`src/rtl/battleship_pkg.sv`:
```
// Shared types and constants for the battleship front-end and core.
package battleship_pkg;

  localparam int unsigned DEB_CYCLES_DEF = 4;

  typedef enum logic [1:0] {
    IDLE   = 2'd0,
    HOLD_A = 2'd1,
    HOLD_B = 2'd2
  } state_e;

endpackage

```
`src/rtl/btn_conditioner.sv`:
```
// One button: two-flop synchroniser, counter debounce and rising-edge detect.
module btn_conditioner
  import battleship_pkg::*;
#(
  parameter int unsigned DEB_CYCLES = DEB_CYCLES_DEF,
  parameter int unsigned CNT_W      = 16
) (
  input  logic clk,
  input  logic rst,
  input  logic raw,
  output logic level,
  output logic rise
);

  logic             sync1_q, sync2_q;
  logic             level_q, level_d;
  logic             level_dly_q;
  logic [CNT_W-1:0] cnt_q, cnt_d;

  always_ff @(posedge clk or negedge rst) begin
    if (!rst) begin
      sync1_q     <= 1'b0;
      sync2_q     <= 1'b0;
      level_q     <= 1'b0;
      level_dly_q <= 1'b0;
      cnt_q       <= '0;
    end else begin
      sync1_q     <= raw;
      sync2_q     <= sync1_q;
      level_q     <= level_d;
      level_dly_q <= level_q;
      cnt_q       <= cnt_d;
    end
  end

  // Level follows the synced input only after DEB_CYCLES consecutive differing cycles.
  always_comb begin
    level_d = level_q;
    cnt_d   = '0;
    if (sync2_q != level_q) begin
      if (cnt_q == CNT_W'(DEB_CYCLES - 1)) begin
        level_d = sync2_q;
      end else begin
        cnt_d = cnt_q + CNT_W'(1);
      end
    end
  end

  assign level = level_q;
  assign rise  = level_q & ~level_dly_q;

endmodule

```
`src/rtl/player_input_ctrl.sv`:
```
// Board-button front end for the battleship core: conditioned start pulse,
// arbitrated player A/B press pulses and X/Y coordinates latched on acceptance.
module player_input_ctrl
  import battleship_pkg::*;
#(
  parameter int unsigned DEB_CYCLES = DEB_CYCLES_DEF,
  parameter int unsigned CNT_W      = 16
) (
  input  logic       clk,
  input  logic       rst,
  input  logic       start_raw,
  input  logic       pA_raw,
  input  logic       pB_raw,
  input  logic [1:0] X_sw,
  input  logic [1:0] Y_sw,
  input  logic       lock,
  output logic       start,
  output logic       pAb,
  output logic       pBb,
  output logic [1:0] X,
  output logic [1:0] Y,
  output logic       busy,
  output logic       conflict
);

  logic start_level, start_rise;
  logic a_level, a_rise;
  logic b_level, b_rise;

  btn_conditioner #(.DEB_CYCLES(DEB_CYCLES), .CNT_W(CNT_W)) u_start (
    .clk(clk), .rst(rst), .raw(start_raw), .level(start_level), .rise(start_rise)
  );
  btn_conditioner #(.DEB_CYCLES(DEB_CYCLES), .CNT_W(CNT_W)) u_btn_a (
    .clk(clk), .rst(rst), .raw(pA_raw), .level(a_level), .rise(a_rise)
  );
  btn_conditioner #(.DEB_CYCLES(DEB_CYCLES), .CNT_W(CNT_W)) u_btn_b (
    .clk(clk), .rst(rst), .raw(pB_raw), .level(b_level), .rise(b_rise)
  );

  logic [1:0] x_sync1_q, x_sync2_q, y_sync1_q, y_sync2_q;
  state_e     state_q, state_d;
  logic       start_q, start_d;
  logic       pa_q, pa_d;
  logic       pb_q, pb_d;
  logic       busy_q, busy_d;
  logic       conflict_q, conflict_d;
  logic [1:0] x_q, x_d, y_q, y_d;

  always_ff @(posedge clk or negedge rst) begin
    if (!rst) begin
      x_sync1_q  <= 2'd0;
      x_sync2_q  <= 2'd0;
      y_sync1_q  <= 2'd0;
      y_sync2_q  <= 2'd0;
      state_q    <= IDLE;
      start_q    <= 1'b0;
      pa_q       <= 1'b0;
      pb_q       <= 1'b0;
      busy_q     <= 1'b0;
      conflict_q <= 1'b0;
      x_q        <= 2'd0;
      y_q        <= 2'd0;
    end else begin
      x_sync1_q  <= X_sw;
      x_sync2_q  <= x_sync1_q;
      y_sync1_q  <= Y_sw;
      y_sync2_q  <= y_sync1_q;
      state_q    <= state_d;
      start_q    <= start_d;
      pa_q       <= pa_d;
      pb_q       <= pb_d;
      busy_q     <= busy_d;
      conflict_q <= conflict_d;
      x_q        <= x_d;
      y_q        <= y_d;
    end
  end

  // Arbitration: only IDLE accepts a press; A wins a tie and B is dropped.
  always_comb begin
    state_d    = state_q;
    start_d    = start_rise & start_level;
    pa_d       = 1'b0;
    pb_d       = 1'b0;
    conflict_d = 1'b0;
    x_d        = x_q;
    y_d        = y_q;
    case (state_q)
      IDLE: begin
        if (!lock) begin
          if (a_rise) begin
            pa_d       = 1'b1;
            conflict_d = b_rise;
            x_d        = x_sync2_q;
            y_d        = y_sync2_q;
            state_d    = HOLD_A;
          end else if (b_rise) begin
            pb_d    = 1'b1;
            x_d     = x_sync2_q;
            y_d     = y_sync2_q;
            state_d = HOLD_B;
          end
        end
      end
      HOLD_A:  if (!a_level) state_d = IDLE;
      HOLD_B:  if (!b_level) state_d = IDLE;
      default: state_d = IDLE;
    endcase
    busy_d = (state_d != IDLE);
  end

  assign start    = start_q;
  assign pAb      = pa_q;
  assign pBb      = pb_q;
  assign X        = x_q;
  assign Y        = y_q;
  assign busy     = busy_q;
  assign conflict = conflict_q;

endmodule

```
`config.mk`:
```
export PLATFORM = sky130hd
export DESIGN_NAME = player_input_ctrl
export DESIGN_NICKNAME = d
export VERILOG_FILES = /design/src/rtl/battleship_pkg.sv /design/src/rtl/btn_conditioner.sv /design/src/rtl/player_input_ctrl.sv
export SDC_FILE = /design/constraint.sdc
export NUM_CORES = 1
export LEC_CHECK = 0
export CAP_MARGIN = 30
export CORE_MARGIN = 3
export CORE_UTILIZATION = 53
export CTS_CLUSTER_DIAMETER = 40
export DETAILED_ROUTE_END_ITERATION = 10
export PLACE_DENSITY_LB_ADDON = 0.15
export SLEW_MARGIN = 20
export SYNTH_ARGS = -nofsm -noshare
export SYNTH_HDL_FRONTEND = slang
export SYNTH_HIERARCHICAL = 1
export SYNTH_SLANG_ARGS = --single-unit
```
`constraint.sdc`:
```
create_clock -name clk -period 1.4 [get_ports clk]
set_input_delay 0.21 -clock clk [delete_from_list [all_inputs] [get_ports clk]]
set_output_delay 0.21 -clock clk [all_outputs]
set_load 0.05 [all_outputs]
```
==> reports/qor.txt, run 1 <==
Status -> complete, but fails checks
Failing checks -> negative setup slack
Overall Power -> 7.06 mW
Setup violators final -> 38
Reg clk slew, reported paths -> 0.09 ns
Post-Route Utilization -> 77.2%
Die height -> 86.4 µm
Via density -> 5.31
Placed Area -> 0.00429 mm²
Hold Crit Class -> in2reg
Layout Nets -> 396
Vias in the first global route -> 2570
Hold Crit Endpoint -> x_sync1_q[0]
Internal Pwr Total -> 4.72 mW
Setup ws final -> -0.0671 ns
Pwr dens -> 1500 mW/mm²
Tmin final -> 1.47 ns
Achievable Freq -> 0.682 GHz
Worst Setup Start Kind -> flip-flop
RSZ-0062 raised after global routing -> yes
Setup TNS -> -1.43 ns
Synth unique cells -> 29
Syn. warnings -> 6
Initial antenna violation count -> 0
P_sw -> 2.35 mW
PortBufs -> 18
Max Cap Viol -> 0
Switching share of power -> 33.2%
Final Non-Filler Cells -> 463
Inst Count DP -> 442
Row cnt -> 28
Clk pwr share -> 24.6%
H-tree depth -> 3
TritonCTS clock tree -> yes
Post-Route WL -> 6.84 mm
Combinational Power Share -> 34.2%
CTS buffer count -> 9
Peak VDD IR -> 1.75 mV
Sequential power share -> 41.3%
Drt wl/cell -> 14.8 µm
Layout cells sized above 1 -> 40.2%
Grt total ovfl -> 0
Cells after Synth -> 296
CORE AREA -> 0.00610 mm²
Reg2reg start -> u_btn_b/cnt_q[6]
Count of final max-slew check failures -> 0
Syn Std Cell Area -> 0.00343 mm²
Crit path arrival time -> 1.70 ns
DIE AREA -> 0.00746 mm²
Post-Layout Inst Area -> 0.00471 mm²
Antenna Cells -> 0
Setup CP Type -> reg2reg
Final period util -> 105%
1st-pass router iterations -> 5
Root Driver -> clkbuf_8
Syn_area_per_cell -> 11.6 µm²
Longest Clk Path Bufs -> 2
Worst slew margin -> 69.5%
Number of I/O pins -> 19
Clock Skews -> 0.00943 ns
First-pass GRT wire length -> 12.1 mm
Mapped Nets -> 309
Initial core utilization -> 56.2%
GRT Total Usage -> 20.8%
Detail Route Antenna Nets -> 0
Die W -> 86.4 µm
Worst-Margin Slew -> 0.457 ns
Reg2Reg Setup Slack -> -0.07 ns
P_leak -> 2.06 nW
CP endpoint kind -> flip-flop
Reg2reg end -> u_btn_b/cnt_q[11]
Worst Hold Depth -> 1
Seq/Total Area, Yosys -> 57.7%
Largest net degree at the start of global routing -> 35
Via Count -> 2459
Iteration-0 DRC Markers -> 97
GP Congestion -> 0.834
Crit path max fanout -> 15
Yosys reg bits -> 79
Number of clock sinks -> 79
CP required -> 1.64 ns
Clk_lat worst skew -> 0.35 ns
Area Growth Syn to Fin -> 37.4%
Min-delay src -> X_sw[0]
Residual DRC -> 0
Hold Fails Final Rpt -> 0
Hpwl dp -> 4.49 mm
Worst-case reg-to-reg path depth -> 5
==> through the flow <==
step	hold WS (ns)	setup WS [ns]
6_report	0.296	-0.0671
5_1_grt	0.275	-0.140
4_1_cts	0.283	-0.0471
3_5_place_dp	0.197	-0.265
3_3_place_gp	0.192	-0.176
2_1_floorplan	-0.0856	0.0118
==> cells by family after synthesis <==
| kind of cell | synth area share, % |
|---|---|
| buf+inv | 2.08 |
| flops | 57.7 |
| simple gates | 24.7 |
| compound gates | 0.621 |
| fa+ha+maj | 1.10 |
| mux | 2.30 |
| xor+xnor | 11.5 |
==> cell usage in the layout (no fill, tap or decap), types with 2 or more instances in the layout <==
master,instances
dfrtp_1,77
and3_2,3
inv_6,2
nor4_2,14
and2b_2,3
nor2_1,36
inv_1,6
clkdlybuf4s50_1,8
ha_2,3
nand3_1,15
nand3_2,3
nor4b_4,3
buf_4,58
nand2_1,9
clkbuf_8,9
mux2_2,7
xor2_1,12
nor3_2,3
nand2_2,3
dfrtp_2,2
buf_12,15
and2_1,2
xnor2_1,33
nor4_1,3
nor2_2,13
nor3_1,10
and3_1,7
nand4_1,9
nand4_4,3
==> worst max-delay path: stages (launching register included) <==
cell and delay (ns):
dfrtp_2 0.46, nor4_2 0.32, nand4_1 0.23, nand2_2 0.14, buf_12 0.15, nor2_1 0.05
==> metal layers <==
metal / wire length (µm) / GRT usage [%] / up-vias / share of wire (%)
li1: - / - / 1195 / -
met1: 3130 / 28.6 / 1211 / 46
met3: 177 / 3.71 / 9 / 2.6
met5: 0 / 0 / - / 0
met4: 97 / 9.35 / 0 / 1.4
met2: 3440 / 32.3 / 44 / 50
==> what timing repair did <==
item                                    CTS  global route
pin swaps                                 9             6
resized for setup                        13            18
setup buffers                             1             3
hold endpoints to repair                 31             0
endpoints found under the setup margin   53            55
hold buffers                              1             0
==> flip-flops by register name, indices dropped and copies added, names as in the netlist, 2 cells and up <==
signal         flops
u_btn_a/cnt_q     16
u_btn_b/cnt_q     16
u_start/cnt_q     16
X                  2
Y                  2
state_q            2
x_sync1_q          2
x_sync2_q          2
y_sync1_q          2
y_sync2_q          2
==> synthesized netlist by cell type <==
master / number / area, µm²
dfrtp_1: 79 / 1980
nor2_1: 37 / 139
xnor2_1: 33 / 289
nor4_1: 18 / 113
nand3_1: 15 / 75.1
nor3_1: 14 / 70.1
nand2_1: 12 / 45.0
nor2_2: 12 / 75.1
xor2_1: 12 / 105
nand4_1: 9 / 56.3
and3_1: 7 / 43.8
mux2_2: 7 / 78.8
inv_1: 6 / 22.5
and2b_2: 3 / 26.3
and3_2: 3 / 22.5
buf_2: 3 / 15.0
buf_6: 3 / 33.8
ha_1: 3 / 37.5
nand3_2: 3 / 30.0
nand4_4: 3 / 63.8
nor2b_1: 3 / 18.8
nor4b_1: 3 / 26.3
and2_1: 2 / 12.5
a21oi_1: 1 / 5.00
a21oi_2: 1 / 8.76
o21a_1: 1 / 7.51
or2_1: 1 / 6.26
or3b_1: 1 / 8.76
or4b_4: 1 / 13.8
==> power by group through the flow <==
stage                     sequential, mW  clock, mW  combinational (mW)
after floorplan                     3.18          0               0.883
after global placement              2.90          0                2.28
after detailed placement            2.92          0                2.33
after CTS                           2.90       1.78                2.37
after global routing                2.95       1.90                2.59
final                               2.91       1.74                2.41
==> layout make-up <==
cell class	count	area [µm²]
Timing Repair Buffer	82	826
Multi-Input combinational cell	205	1580
Fill cell	400	1390
Clock buffer	9	124
Clock inverter	7	80.1
Tap cell	75	93.8
Sequential cell	79	1980
Inverter	6	22.5
==> worst max-delay path by stage <==
stage / startpoint / end / slack [ns] / depth (start not counted)
final: u_btn_b/cnt_q[6] / u_btn_b/cnt_q[11] / -0.07 / 5
after global routing: u_btn_b/cnt_q[1] / u_btn_b/cnt_q[3] / -0.14 / 6
after floorplan: u_btn_a/cnt_q[0] / u_btn_a/cnt_q[10] / 0.01 / 6
after detailed placement: lock / X[1] / -0.26 / 4
after global placement: lock / busy / -0.18 / 5
after CTS: u_start/cnt_q[1] / u_start/cnt_q[3] / -0.05 / 6
No activity file was read; power rests on OpenSTA's default activity.
==> run 2: changes to the inputs <==
CORE_MARGIN = not set   (was 3)
CTS_CLUSTER_DIAMETER = not set   (was 40)
==> run 2 against run 1 <==
  * The flow still finishes with violations (negative setup slack)
  * Via count fell by 0.53%
  * Worst setup slack worse by 0.045 ns
  * Cell count fell by 1.5%
  * Sequential power barely moved
  * Maximum frequency is 3.0% lower
  * Critical endpoint is now u_btn_b/cnt_q[6]
  * Total power hardly changed
  * Highest routed layer unchanged
  * Global-route usage grew 0.85 points
  * First-iteration DRC count grew 24%
==> reports/qor.txt, run 2 (synthesized netlist as in run 1, its figures left out) <==
Area Growth Syn to Fin -> 36.4%
Largest net degree at the start of global routing -> 31 (-11%)
Initial antenna violation count -> 0 (unchanged)
Hold Crit Class -> in2reg
Antenna Cells -> 0 (unchanged)
TritonCTS clock tree -> yes
Layout Nets -> 390 (-1.5%)
Longest Clk Path Bufs -> 2 (unchanged)
CTS buffer count -> 9 (unchanged)
CP endpoint kind -> flip-flop
Iteration-0 DRC Markers -> 120 (+24%)
Count of final max-slew check failures -> 0 (unchanged)
Worst-Margin Slew -> 0.366 ns (-0.0906 ns)
H-tree depth -> 3 (unchanged)
Drt wl/cell -> 15.0 µm (+1.3%)
Root Driver -> clkbuf_8
Failing checks -> negative setup slack
First-pass GRT wire length -> 10.8 mm (-11%)
Commonest non-fill, non-tap cell in the layout -> dfrtp_1
Worst Setup Start Kind -> flip-flop
Final period util -> 108% (+3.2 points)
Setup CP Type -> reg2reg
Die W -> 82.4 µm (-4.6%)
P_leak -> 1.99 nW (-3.4%)
GP Congestion -> 0.833 (-0.13%)
Biggest regs -> u_btn_a/cnt_q: 16 flops, u_btn_b/cnt_q: 16 flops, u_start/cnt_q: 16 flops
Clk_lat worst skew -> 0.34 ns (about the same)
Worst slew margin -> 75.6% (+6.0 points)
Pwr dens -> 1510 mW/mm² (+0.63%)
Reg2reg end -> u_btn_b/cnt_q[6]
Hold Fails Final Rpt -> 0 (unchanged)
PortBufs -> 18 (unchanged)
Critical path origin -> u_btn_b/cnt_q[8]
Number of I/O pins -> 19 (unchanged)
Post-Route Utilization -> 77.1% (about the same)
Row cnt -> 28 (unchanged)
Crit path max fanout -> 7 (-8)
Setup TNS -> -1.99 ns (-0.553 ns)
Grt total ovfl -> 0 (unchanged)
Crit path arrival time -> 1.74 ns (+0.04 ns)
Detail Route Antenna Nets -> 0 (unchanged)
Hold Worst Slack -> 0.306 ns (+0.00973 ns)
Setup violators final -> 46 (+21%)
Tmin final -> 1.51 ns (+0.0448 ns)
Via Count -> 2446 (-0.53%)
Worst-case reg-to-reg path depth -> 5 (unchanged)
DIE AREA -> 0.00679 mm² (-9.0%)
CP endpoint -> u_btn_b/cnt_q[6]
GRT Total Usage -> 21.6% (+0.85 points)
Layout cells sized above 1 -> 39.4% (-0.84 points)
Reg2Reg Setup Slack -> -0.11 ns (-0.04 ns)
Status -> complete, but fails checks
Reg clk slew, reported paths -> 0.07 ns (-0.02 ns)
Via density -> 5.36 (+1.0%)
1st-pass router iterations -> 6 (+1)
Die height -> 82.4 µm (-4.6%)
CP required -> 1.63 ns (about the same)
Achievable Freq -> 0.661 GHz (-3.0%)
Clock Skews -> 0.00638 ns (-0.00304 ns)
Vias in the first global route -> 2395 (-6.8%)
Overall Power -> 7.06 mW (about the same)
Max Cap Viol -> 0 (unchanged)
Most frequent cells in the layout -> dfrtp_1, buf_4, xnor2_1
Post-Route WL -> 6.83 mm (-0.23%)
Setup ws final -> -0.112 ns (-0.0448 ns)
Peak VDD IR -> 1.43 mV (-18%)
Residual DRC -> 0 (unchanged)
Number of clock sinks -> 79 (unchanged)
RSZ-0062 raised after global routing -> yes
Initial core utilization -> 56.5% (+0.32 points)
Hpwl dp -> 4.41 mm (-1.7%)
CORE AREA -> 0.00606 mm² (-0.57%)
Reg2reg start -> u_btn_b/cnt_q[8]
## run 2: cell count changes in the layout (fill, tap and decap cells not counted), moves of 6 or more
cell    delta
nor2_4     +7
buf_4      -6
nor2_1     -6
nor4_2     -7
nor4_1     +8
## run 2: worst min path at each step
stage / to / startpoint / cells after the start / slack (ns)
floorplan: X[0] / rst / 0 / -0.09
global placement: x_sync2_q[1] / rst / 1 / 0.14
detailed placement: x_sync1_q[1] / rst / 1 / 0.15
CTS: u_btn_b/sync1_q / pB_raw / 1 / 0.29
global route: y_sync1_q[0] / Y_sw[0] / 1 / 0.28
finish: y_sync1_q[0] / Y_sw[0] / 1 / 0.31
## run 2: per-stage QoR
| step | cells | worst slack [ns] | instance area (µm²) |
|---|---|---|---|
| 3_5_place_dp | 437 | -0.223 | 4240 |
| 4_1_cts | 454 | -0.0432 | 4490 |
| 2_1_floorplan | 296 | 0.0118 | 3460 |
| 6_report | 456 | -0.112 | 4670 |
| 3_3_place_gp | 437 | -0.190 | 4240 |
| 5_1_grt | 456 | -0.157 | 4670 |
## run 2: per-layer routing
layer / wire (µm) / global-route usage (%) / vias up
met5: 0 / 0 / -
met4: 151 / 9.30 / 0
met3: 221 / 4.18 / 19
met2: 3310 / 35.2 / 55
met1: 3150 / 28.1 / 1191
li1: - / - / 1181
## run 2: cell type report
cell class                      instances  area, µm²
Clock buffer                           13        169
Clock inverter                          2       15.0
Fill cell                             367       1390
Inverter                                6       22.5
Multi-Input combinational cell        205       1610
Sequential cell                        79       1980
Tap cell                               75       93.8
Timing Repair Buffer                   76        786
## run 2: worst max-delay path: stages, from the launching register on
cell,delay (ns)
dfrtp_1,0.45
nor4_1,0.29
nand4_1,0.25
nand2_2,0.19
clkbuf_16,0.18
nor2_2,0.04
## run 2: repair_timing
action                                  in CTS  in global routing
hold endpoints to repair                    24                  0
resized for setup                           10                 32
hold buffers                                 1                  0
buffers inserted                             1                  1
endpoints found under the setup margin      52                 55
gates cloned                                 0                  1
pin swaps                                    7                 22
## run 2: power breakdown
| part | internal [mW] | switching (mW) |
|---|---|---|
| Sequential | 2.61 | 0.329 |
| Clock | 0.781 | 0.788 |
| Combinational | 1.32 | 1.23 |
| Total | 4.72 | 2.34 |
==> run 3: changes to the inputs <==
CTS_CLUSTER_DIAMETER = 150   (was not set)
SKIP_LAST_GASP = 1   (was not set)
==> run 3 against run 2 <==
  * Hold slack improved by 0.0044 ns
  * Design area about the same
  * Total power is 0.40% higher
  * The flow still finishes with violations (negative setup slack)
  * Clock power about the same
  * Clock skew is 0.0010 ns higher
  * Die area is the same
  * Register-to-register slack got worse by 0.02 ns
==> reports/qor.txt, run 3 (synthesized netlist as in run 1, its figures left out) <==
Layout Nets -> 390 (unchanged)
Overall Power -> 7.09 mW (+0.40%)
CP endpoint kind -> flip-flop
Internal Pwr Total -> 4.72 mW (+0.15%)
CORE AREA -> 0.00606 mm² (unchanged)
Setup violators final -> 47 (+2.2%)
Hold Crit Class -> in2reg
Worst-Margin Slew -> 0.378 ns (+0.0115 ns)
Setup ws final -> -0.133 ns (-0.0215 ns)
Worst slew margin -> 74.8% (-0.77 points)
Hold Fails Final Rpt -> 0 (unchanged)
Most frequent cells in the layout -> dfrtp_1, buf_4, xnor2_1
Worst Setup Start Kind -> flip-flop
P_sw -> 2.36 mW (+0.91%)
Inst Count DP -> 437 (unchanged)
Total area of sequential cells -> 0.00198 mm² (unchanged)
Detail Route Antenna Nets -> 0 (unchanged)
Pwr dens -> 1520 mW/mm² (+0.38%)
Final Non-Filler Cells -> 456 (unchanged)
Achievable Freq -> 0.652 GHz (-1.4%)
Via Count -> 2394 (-2.1%)
GRT Total Usage -> 21.1% (-0.48 points)
Number of clock sinks -> 79 (unchanged)
GP Congestion -> 0.833 (unchanged)
Residual DRC -> 0 (unchanged)
Die height -> 82.4 µm (unchanged)
CP required -> 1.62 ns (about the same)
Final period util -> 110% (+1.5 points)
Peak VDD IR -> 1.40 mV (-2.2%)
Initial antenna violation count -> 0 (unchanged)
Layout cells sized above 1 -> 39.6% (+0.26 points)
1st-pass router iterations -> 4 (-2)
Setup CP Type -> reg2reg
Longest Clk Path Bufs -> 2 (unchanged)
Commonest non-fill, non-tap cell in the layout -> dfrtp_1
Switching share of power -> 33.4% (+0.17 points)
Vias in the first global route -> 2332 (-2.6%)
Die W -> 82.4 µm (unchanged)
Biggest regs -> u_btn_a/cnt_q: 16 flops, u_btn_b/cnt_q: 16 flops, u_start/cnt_q: 16 flops
Number of I/O pins -> 19 (unchanged)
First-pass GRT wire length -> 10.6 mm (-2.1%)
Area Growth Syn to Fin -> 36.5% (about the same)
Root Driver -> clkbuf_8
Iteration-0 DRC Markers -> 101 (-16%)
Grt total ovfl -> 0 (unchanged)
Crit path arrival time -> 1.75 ns (about the same)
Crit path max fanout -> 7 (unchanged)
Post-Route WL -> 6.66 mm (-2.4%)
P_leak -> 1.98 nW (-0.11%)
Initial core utilization -> 56.5% (unchanged)
RSZ-0062 raised after global routing -> yes
Area occupied by multi-input gates -> 0.00161 mm² (about the same)
Combinational Power Share -> 36.4% (+0.3 points)
Final-layout fill cell count -> 354 (-3.5%)
Row cnt -> 28 (unchanged)
Max Cap Viol -> 0 (unchanged)
Antenna Cells -> 0 (unchanged)
Clock Skews -> 0.00742 ns (+0.00104 ns)
Dpl ws -> -0.223 ns (unchanged)
Hpwl dp -> 4.41 mm (unchanged)
CTS buffer count -> 9 (unchanged)
Tmin final -> 1.53 ns (+0.0215 ns)
Largest net degree at the start of global routing -> 31 (unchanged)
DIE AREA -> 0.00679 mm² (unchanged)
TritonCTS clock tree -> yes
Via density -> 5.25 (-2.1%)
H-tree depth -> 3 (unchanged)
Clk pwr share -> 22.1% (about the same)
Status -> complete, but fails checks
Failing checks -> negative setup slack
PortBufs -> 18 (unchanged)
Clk_lat worst skew -> 0.34 ns (about the same)
Sequential power share -> 41.5% (-0.2 points)
Drt wl/cell -> 14.6 µm (-2.4%)
Count of final max-slew check failures -> 0 (unchanged)
Reg clk slew, reported paths -> 0.08 ns (about the same)
-- run 3: cell counts in the layout (fill, tap and decap cells not counted) --
Identical to the previous run, type by type.
-- run 3: worst paths after layout --
path / from / endpoint / slack, ns / cells past startpoint
worst max-delay path: u_btn_b/cnt_q[1] / u_btn_b/cnt_q[14] / -0.13 / 6
worst min-delay path: pA_raw / u_btn_a/sync1_q / 0.31 / 1
worst max register to register: u_btn_b/cnt_q[1] / u_btn_b/cnt_q[14] / -0.13 / 6
worst min register to register: y_sync1_q[0] / y_sync2_q[0] / 0.35 / 0
max in group asynchronous: rst / u_btn_a/cnt_q[5] / 0.57 / 3
min in group asynchronous: rst / x_sync1_q[1] / 0.34 / 2
-- run 3: area by class of cell --
type | instances | area share, %
Sequential cell | 79 | 42.4
Multi-Input combinational cell | 205 | 34.4
Timing Repair Buffer | 76 | 16.8
Clock buffer | 13 | 3.61
Tap cell | 75 | 2.01
Inverter | 6 | 0.482
Clock inverter | 2 | 0.321
-- run 3: power groups by stage --
| stage | registers [mW] | clock network (mW) | logic (mW) |
|---|---|---|---|
| floorplan | 3.18 | 0 | 0.883 |
| global placement | 2.90 | 0 | 2.24 |
| detailed placement | 2.91 | 0 | 2.29 |
| CTS | 2.88 | 1.60 | 2.33 |
| global route | 2.99 | 1.70 | 2.75 |
| finish | 2.94 | 1.57 | 2.58 |
-- run 3: metal layers --
layer	GRT usage, %	up-vias	part of all wire, %
met5	0	-	0
met4	9.30	0	1.9
met3	4.18	15	2.9
met2	33.5	41	49
met1	28.2	1158	47
li1	-	1180	-
-- run 3: critical path, cell delays in order, from the launching register on --
cell and delay (ns):
dfrtp_1 0.41, ha_4 0.16, nor4b_4 0.18, nand4_1 0.24
nand2_2 0.20, clkbuf_16 0.18, nor2_4 0.03
-- run 3: per-stage QoR --
step	hold slack (ns)	util [%]	instance area (µm²)	setup TNS [ns]
finish	0.310	77.1	4680	-2.54
global route	0.299	77.1	4680	-5.91
CTS	0.290	73.6	4460	-1.08
detailed placement	0.151	70.0	4240	-1.99
global placement	0.143	70.0	4240	-1.42
floorplan	-0.0856	-	3460	0
-- run 3: repair_timing --
item	CTS	global route
buffers inserted	1	1
hold buffers	1	0
setup endpoints to repair	52	56
pin swaps	5	19
gates cloned	0	1
gates resized for setup	6	38
hold endpoints to repair	24	0
